`src/rtl/alu_mc.sv`:
```
// Multi-cycle handshaked 32-bit ALU: single-cycle logic/arith ops plus an optional
// 32-cycle shift-add multiplier, enabled by defining ALU_MC_MUL_EN.
module alu_mc (
    input  logic        clk,
    input  logic        reset,
    input  logic        in_valid,
    output logic        in_ready,
    input  logic [31:0] input1,
    input  logic [31:0] input2,
    input  logic [3:0]  aluCtr,
    output logic        out_valid,
    input  logic        out_ready,
    output logic [31:0] aluRes,
    output logic        zero
);

    typedef enum logic [1:0] {
        IDLE = 2'd0,
        BUSY = 2'd1,
        DONE = 2'd2
    } state_t;

    state_t      state;
    logic [31:0] simple_res;

    function automatic logic [31:0] alu_op(input logic [3:0] ctr,
                                           input logic [31:0] a,
                                           input logic [31:0] b);
        logic signed [31:0] sa;
        logic signed [31:0] sb;
        logic [31:0]        r;
        sa = a;
        sb = b;
        case (ctr)
            4'd0:    r = a & b;
            4'd1:    r = a | b;
            4'd2:    r = a + b;
            4'd6:    r = a - b;
            4'd7:    r = (sa < sb) ? 32'd1 : 32'd0;
            4'd12:   r = ~(a | b);
            default: r = 32'd0;
        endcase
        return r;
    endfunction

    assign simple_res = alu_op(aluCtr, input1, input2);
    assign in_ready   = (state == IDLE);
    assign out_valid  = (state == DONE);

`ifdef ALU_MC_MUL_EN
    logic [31:0] mul_a;
    logic [31:0] mul_b;
    logic [4:0]  cnt;
    logic [31:0] acc;
    logic [31:0] acc_next;

    // One partial product per BUSY cycle, selected by the current multiplier bit.
    assign acc_next = acc + (mul_b[cnt] ? (mul_a << cnt) : 32'd0);
`endif

    always_ff @(posedge clk) begin
        if (reset) begin
            state  <= IDLE;
            aluRes <= 32'd0;
            zero   <= 1'b0;
`ifdef ALU_MC_MUL_EN
            mul_a  <= 32'd0;
            mul_b  <= 32'd0;
            cnt    <= 5'd0;
            acc    <= 32'd0;
`endif
        end else begin
            case (state)
                IDLE: begin
                    if (in_valid) begin
`ifdef ALU_MC_MUL_EN
                        if (aluCtr == 4'd8) begin
                            mul_a <= input1;
                            mul_b <= input2;
                            cnt   <= 5'd0;
                            acc   <= 32'd0;
                            state <= BUSY;
                        end else begin
                            aluRes <= simple_res;
                            zero   <= (simple_res == 32'd0);
                            state  <= DONE;
                        end
`else
                        aluRes <= simple_res;
                        zero   <= (simple_res == 32'd0);
                        state  <= DONE;
`endif
                    end
                end
`ifdef ALU_MC_MUL_EN
                BUSY: begin
                    acc <= acc_next;
                    cnt <= cnt + 5'd1;
                    if (cnt == 5'd31) begin
                        aluRes <= acc_next;
                        zero   <= (acc_next == 32'd0);
                        state  <= DONE;
                    end
                end
`endif
                DONE: begin
                    if (out_ready) begin
                        state <= IDLE;
                    end
                end
                default: state <= IDLE;
            endcase
        end
    end

endmodule
```
`config.mk`:
```
export PLATFORM = sky130hd
export DESIGN_NAME = alu_mc
export DESIGN_NICKNAME = d
export VERILOG_FILES = /design/src/rtl/alu_mc.sv
export SDC_FILE = /design/constraint.sdc
export NUM_CORES = 1
export LEC_CHECK = 0
export ABC_AREA = 1
export BUFFER_PORTS_ARGS = -buffer_cell sky130_fd_sc_hd__buf_2
export CORE_UTILIZATION = 50
export DETAILED_ROUTE_END_ITERATION = 10
export GPL_ROUTABILITY_DRIVEN = 0
export HOLD_SLACK_MARGIN = 0.1
export PLACE_DENSITY_LB_ADDON = 0.3
export SLEW_MARGIN = 0
export SYNTH_ARGS = -nofsm -noshare
export SYNTH_HDL_FRONTEND = slang
export SYNTH_SLANG_ARGS = --single-unit
```
`constraint.sdc`:
```
create_clock -name clk -period 3.77 [get_ports clk]
set_input_delay 0.754 -clock clk [delete_from_list [all_inputs] [get_ports clk]]
set_output_delay 0.754 -clock clk [all_outputs]
set_load 0.01 [all_outputs]
```
After elaboration in Yosys (flattened, before gate mapping)
Index checks and enable logic that the tools add are counted.
{ "op_classes": {"n_addsub": 2, "n_mul": 0, "div": 0, "n_lt_le_gt_ge": 1, "n_eq_ne": 8, "n_shift": 0, "mux": 5, "n_bitwise": 3, "n_reduce_logical": 5} }
{ "op_table": {"columns": ["op", "count"], "rows": [
  ["$pmux W32 S6", 1],
  ["$add A32 B32 Y32", 1],
  ["$and A32 B32 Y32", 1],
  ["$logic_not A32 Y1", 1],
  ["$lt A32 B32 Y1", 1],
  ["$not A32 Y32", 1],
  ["$or A32 B32 Y32", 1],
  ["$sub A32 B32 Y32", 1],
  ["$eq A4 B3 Y1 const B", 2],
  ["$eq A4 B1 Y1 const B", 1],
  ["$eq A4 B2 Y1 const B", 1],
  ["$eq A4 B4 Y1 const B", 1],
  ["$logic_not A4 Y1", 1],
  ["$mux W2", 2],
  ["$pmux W2 S2", 1],
  ["$reduce_and A2 Y1", 2],
  ["$eq A2 B2 Y1 const B", 1],
  ["$logic_not A2 Y1", 1],
  ["$ne A2 B1 Y1 const B", 1],
  ["$ne A2 B2 Y1 const B", 1],
  ["$mux W1", 1]
]} }
{ "word_totals": {"register_bits": 35, "latch_bits": 0, "ramBits": 0, "mem_bits_ro": 0, "input_bits": 72, "output_inout_bits": 35, "mem_count": 0} }

Depth between registers and ports, before layout
{ "depth": {"word_depth": 4, "depth_mapped": 22, "mapped_depth_nobuf": 21} }

Worst setup path after synthesis
OpenSTA, ideal clock, no wires.
{ "synth_timing": {"path_type": "in2reg", "from": "input port input1[0]", "to": "register zero", "setup_time_ns": 0.068, "t_arrival_ns": 2.558, "required_ns": 3.702, "path_slack_ns": 1.145, "stages": 20, "n_path_buf": 0, "path_cell_list": "inv_1 ha_1 fa_1 inv_1 nand2_1 nand2_1 nand2_1 nand2_1 nand2_1 nand2_1 nand2_1 nand2_1 nand2_1 nand3_1 nand3_1 nor2_1 nand2_1 nor2_1 nand2_1 a21oi_2"} }
{ "synth_between": {"elab_chain_cells": 4, "elab_cells_between_ends": 9} }
{ "synth_lines": {"columns": ["element", "line_no", "text"], "rows": [
  ["start: declaration", "8", "input logic [31:0] input1,"],
  ["$lt A32 B32 Y1 / $or A32 B32 Y32 (equally long branches)", "39, 36, 40", null],
  ["$mux W1 / $not A32 Y32 (equally long branches)", "39, 40", null],
  ["$pmux W32 S6 *", "34", "case (ctr)"],
  ["$logic_not A32 Y1 *", "90", "zero <= (simple_res == 32'd0);"],
  ["end signal: assignment", "90", null],
  ["end: declaration", "14", "output logic zero"]
]} }
Every way passes the cells marked *; elsewhere a longest branch is shown, timed or not.
A chain may end at the register's enable or synchronous reset.

Final worst setup path
{ "layout_timing": {"from": "input port input1[3]", "to": "register zero"} }
The elaborated chain is that of the path after synthesis.

==> key figures <==
Setup path
  – Worst EP arrival: 3360 ps
  – Critical Path RT: 3980 ps
  – Crit Path Max Fanout: 10
  – Reg2Reg Setup Slack: 1970 ps
  – RR Endpoint: aluRes[23]$_SDFFE_PP0P_
  – Most used cell, CP: nand2_1
  – Crit start category: primary input
  – RR Startpoint: state[1]$_SDFFE_PP0P_
  – CP Class: primary input to register
  – Slowest-stage cell, CP: ha_1
  – CP top delay family: simple AND/OR/NAND/NOR gates
  – Worst-path cell chain: buf_2 -> inv_1 -> ha_1 -> nand2_1 -> nor2_1 -> nand3_1 -> nand2_1 -> nand2_1 -> nand2_2 -> nand3_2 -> nand2_1 -> nand2_1 -> nand3_1 -> nand3_1 -> nor2_1 -> nand2_1 -> nor2_1 -> nand2_1 -> a21oi_2
  – Critical path buffers and inverters: 2
  – Worst path max stage delay: 440 ps
  – R2R depth: 8
  – Setup crit end kind: register

Detailed routing
  – Average routed wire per standard cell: 14.12 um
  – DRT Wirelength: 25520 um
  – DR vias/cell: 5.350
  – DR vias: 9667
  – DRC Markers: 0
  – DRT iter0 DRCs: 1200
  – ANT nets after route: 0
  – Pre-antenna DRT Iters: 6

Global route
  – Antenna violations before repair: 0
  – GRT Residual Overflow: 0
  – Vias in the first global route: 8766
  – First-pass GRT wire length: 41990 um
  – Largest net degree at the start of global routing: 50
  – Tot GR Track Use: 32.07%

Placed design
  – Hpwl dp: 21070 um
  – Input/output buffers: 106
  – Placed Area: 8581 sq um
  – Cell count after placement: 1799

Clocking
  – CTS H-tree depth: 2
  – Post-CTS sizing: 0
  – Cts bufs inserted: 5
  – CTS root buf: clkbuf_16
  – # hold bufs at CTS: 0
  – Clock Latency Late Sink: 270 ps
  – CTS clk-pin slew, worst paths: 50 ps
  – Deepest clock path buffer count: 2
  – CTS tree: yes
  – Clock sinks: 34
  – # Post-CTS Setup Buffers: 0

Yosys
  – Yosys Warn Count: 0
  – Synthesized area per cell: 5.227 sq um
  – #FFs+latches synth: 34
  – Synth area leader: nand2_1
  – Post-synthesis instance total: 1519
  – Synthesized cell area: 7940 sq um
  – Post-synthesis async set-or-reset flop share: 0%
  – Post-synth top area share: 22.46%
  – Synth top area cells: nand2_1, ha_1, inv_1
  – Cell variety after synth: 35
  – Ys flop type: dfxtp_1
  – Post-synth EDFFs: 0
  – Mapped Nets: 1695
  – Post-synthesis sequential area ratio: 8.572%

Layout
  – Finished Layout Cells: 1807
  – Design Area, Final: 8743 sq um
  – Layout cells sized above 1: 9.962%
  – Diode count: 0
  – Commonest non-fill, non-tap cell in the layout: nand2_1
  – Layout area overhead: 10.12%
  – Final #Nets: 1771
  – Commonest non-fill, non-tap cells in the layout: nand2_1, inv_1, nor2_1
  – Filler instances: 1635
  – Core Util, Final: 56.88%

Power and ir drop
  – Internal power: 1033 uW
  – Register share of total power: 21.3%
  – Peak VDD IR: 0.2847 mV
  – Pwr per Cell Area: 217.5 nW/um^2
  – Switching Fraction: 45.69%
  – Psw: 868.7 uW
  – Clock network power share: 23.5%
  – Leakage: 0.005501 uW
  – Combinational fraction of design power: 55.3%

Min path
  – Hold WC Path Type: register to register
  – Cell depth of the worst min-delay path: 2
  – HP Start: zero$_SDFFE_PP0P_
  – Worst Hold End: zero$_SDFFE_PP0P_

Timing
  – Slew Viols, Final: 0
  – Final min period: 3153 ps
  – Slew @ Worst Pin: 639.6 ps
  – Rel. slew slack: 57.36%
  – Setup TNS: 0 ps
  – Clk_skew: 5.636 ps
  – Fmax: 0.3172 GHz
  – Final Setup Violations: 0
  – RSZ-0062 raised after global routing: false
  – Final Cycle Share: 83.64%
  – Hold Vio Cnt, Final: 0

Run status
  – Status: finished clean

Die
  – Die width: 128.0 um
  – Initial core utilization: 51.66%
  – Die Area: 16390 sq um
  – Top Ports: 107
  – Row Count: 45
  – Core area: 15370 sq um
  – Die height: 128.0 um

Flow run
  – Max cap viols: 0
worst min-delay path, delay by kind of cell, from the launching register on:
family,cells,cell delay (ps)
AO/OA/AOI/OAI,1,50
flip-flops,1,310
AND/OR/NAND/NOR,1,80
worst max-delay path by stage:
stage,start,to,slack [ps],cells past startpoint
3_3_place_gp,input1[5],zero$_SDFFE_PP0P_,480,19
2_1_floorplan,input1[0],zero$_SDFFE_PP0P_,1140,20
3_5_place_dp,input1[20],zero$_SDFFE_PP0P_,500,19
4_1_cts,input1[3],zero$_SDFFE_PP0P_,780,19
6_report,input1[3],zero$_SDFFE_PP0P_,620,19
5_1_grt,input1[3],zero$_SDFFE_PP0P_,430,19
per-layer routing:
| metal | global-route usage (%) | up-vias | routed length (um) |
|---|---|---|---|
| met5 | 0 | - | 0 |
| met4 | 11.63 | 0 | 779 |
| met3 | 3.798 | 70 | 2911 |
| met2 | 52.59 | 561 | 11120 |
| met1 | 43.10 | 4228 | 10710 |
| li1 | - | 4808 | - |
cells in the mapped netlist (7+ instances only):
cell      count
nand3_2       7
o21bai_1     10
ha_1        102
nand3_1     135
buf_2        17
a221oi_1     23
o211ai_1     14
o21ai_0      34
nand2_1     475
nand2_2       9
nor2_1      207
inv_1       313
a21oi_1      48
dfxtp_1      34
clkbuf_1     17
inv_2         7
nor2_2        9
nand4_1      12
stage by stage:
stage	hold WS [ps]	total power (uW)	setup WS [ps]
after global routing	523.1	2059	425.4
after CTS	496.0	1881	778.2
after detailed placement	484.7	1428	503.9
after global placement	475.0	1410	479.8
final	495.0	1901	616.9
after floorplan	501.5	1135	1145
power groups by stage:
| stage | clock [uW] | sequential (uW) | combinational [uW] |
|---|---|---|---|
| final | 446 | 404 | 1050 |
| after global routing | 474 | 407 | 1180 |
| after CTS | 454 | 404 | 1020 |
| after detailed placement | 0 | 411 | 1020 |
| after global placement | 0 | 410 | 1000 |
| after floorplan | 0 | 422 | 713 |
layout make-up:
cell class | instances | area (sq um) | share of cell area (%)
Inverter | 323 | 1212 | 13.87
Timing Repair Buffer | 112 | 588.1 | 6.726
Clock buffer | 7 | 132.6 | 1.517
Multi-Input combinational cell | 1119 | 5836 | 66.74
Clock inverter | 1 | 30.03 | 0.3434
Sequential cell | 34 | 680.7 | 7.785
Tap cell | 211 | 264.0 | 3.019
cells by family after synthesis:
group,synth area share [%]
AND/OR/NAND/NOR,45.49
buffers and inverters,18.03
AO/OA/AOI/OAI,11.33
adder cells (fa/ha/maj),16.58
flip-flops,8.572
registers in the layout, indices dropped and copies added (netlist names):
| signal | flops |
|---|---|
| aluRes | 32 |
| state | 1 |
| zero | 1 |
Power figures use the tool's default switching activity.
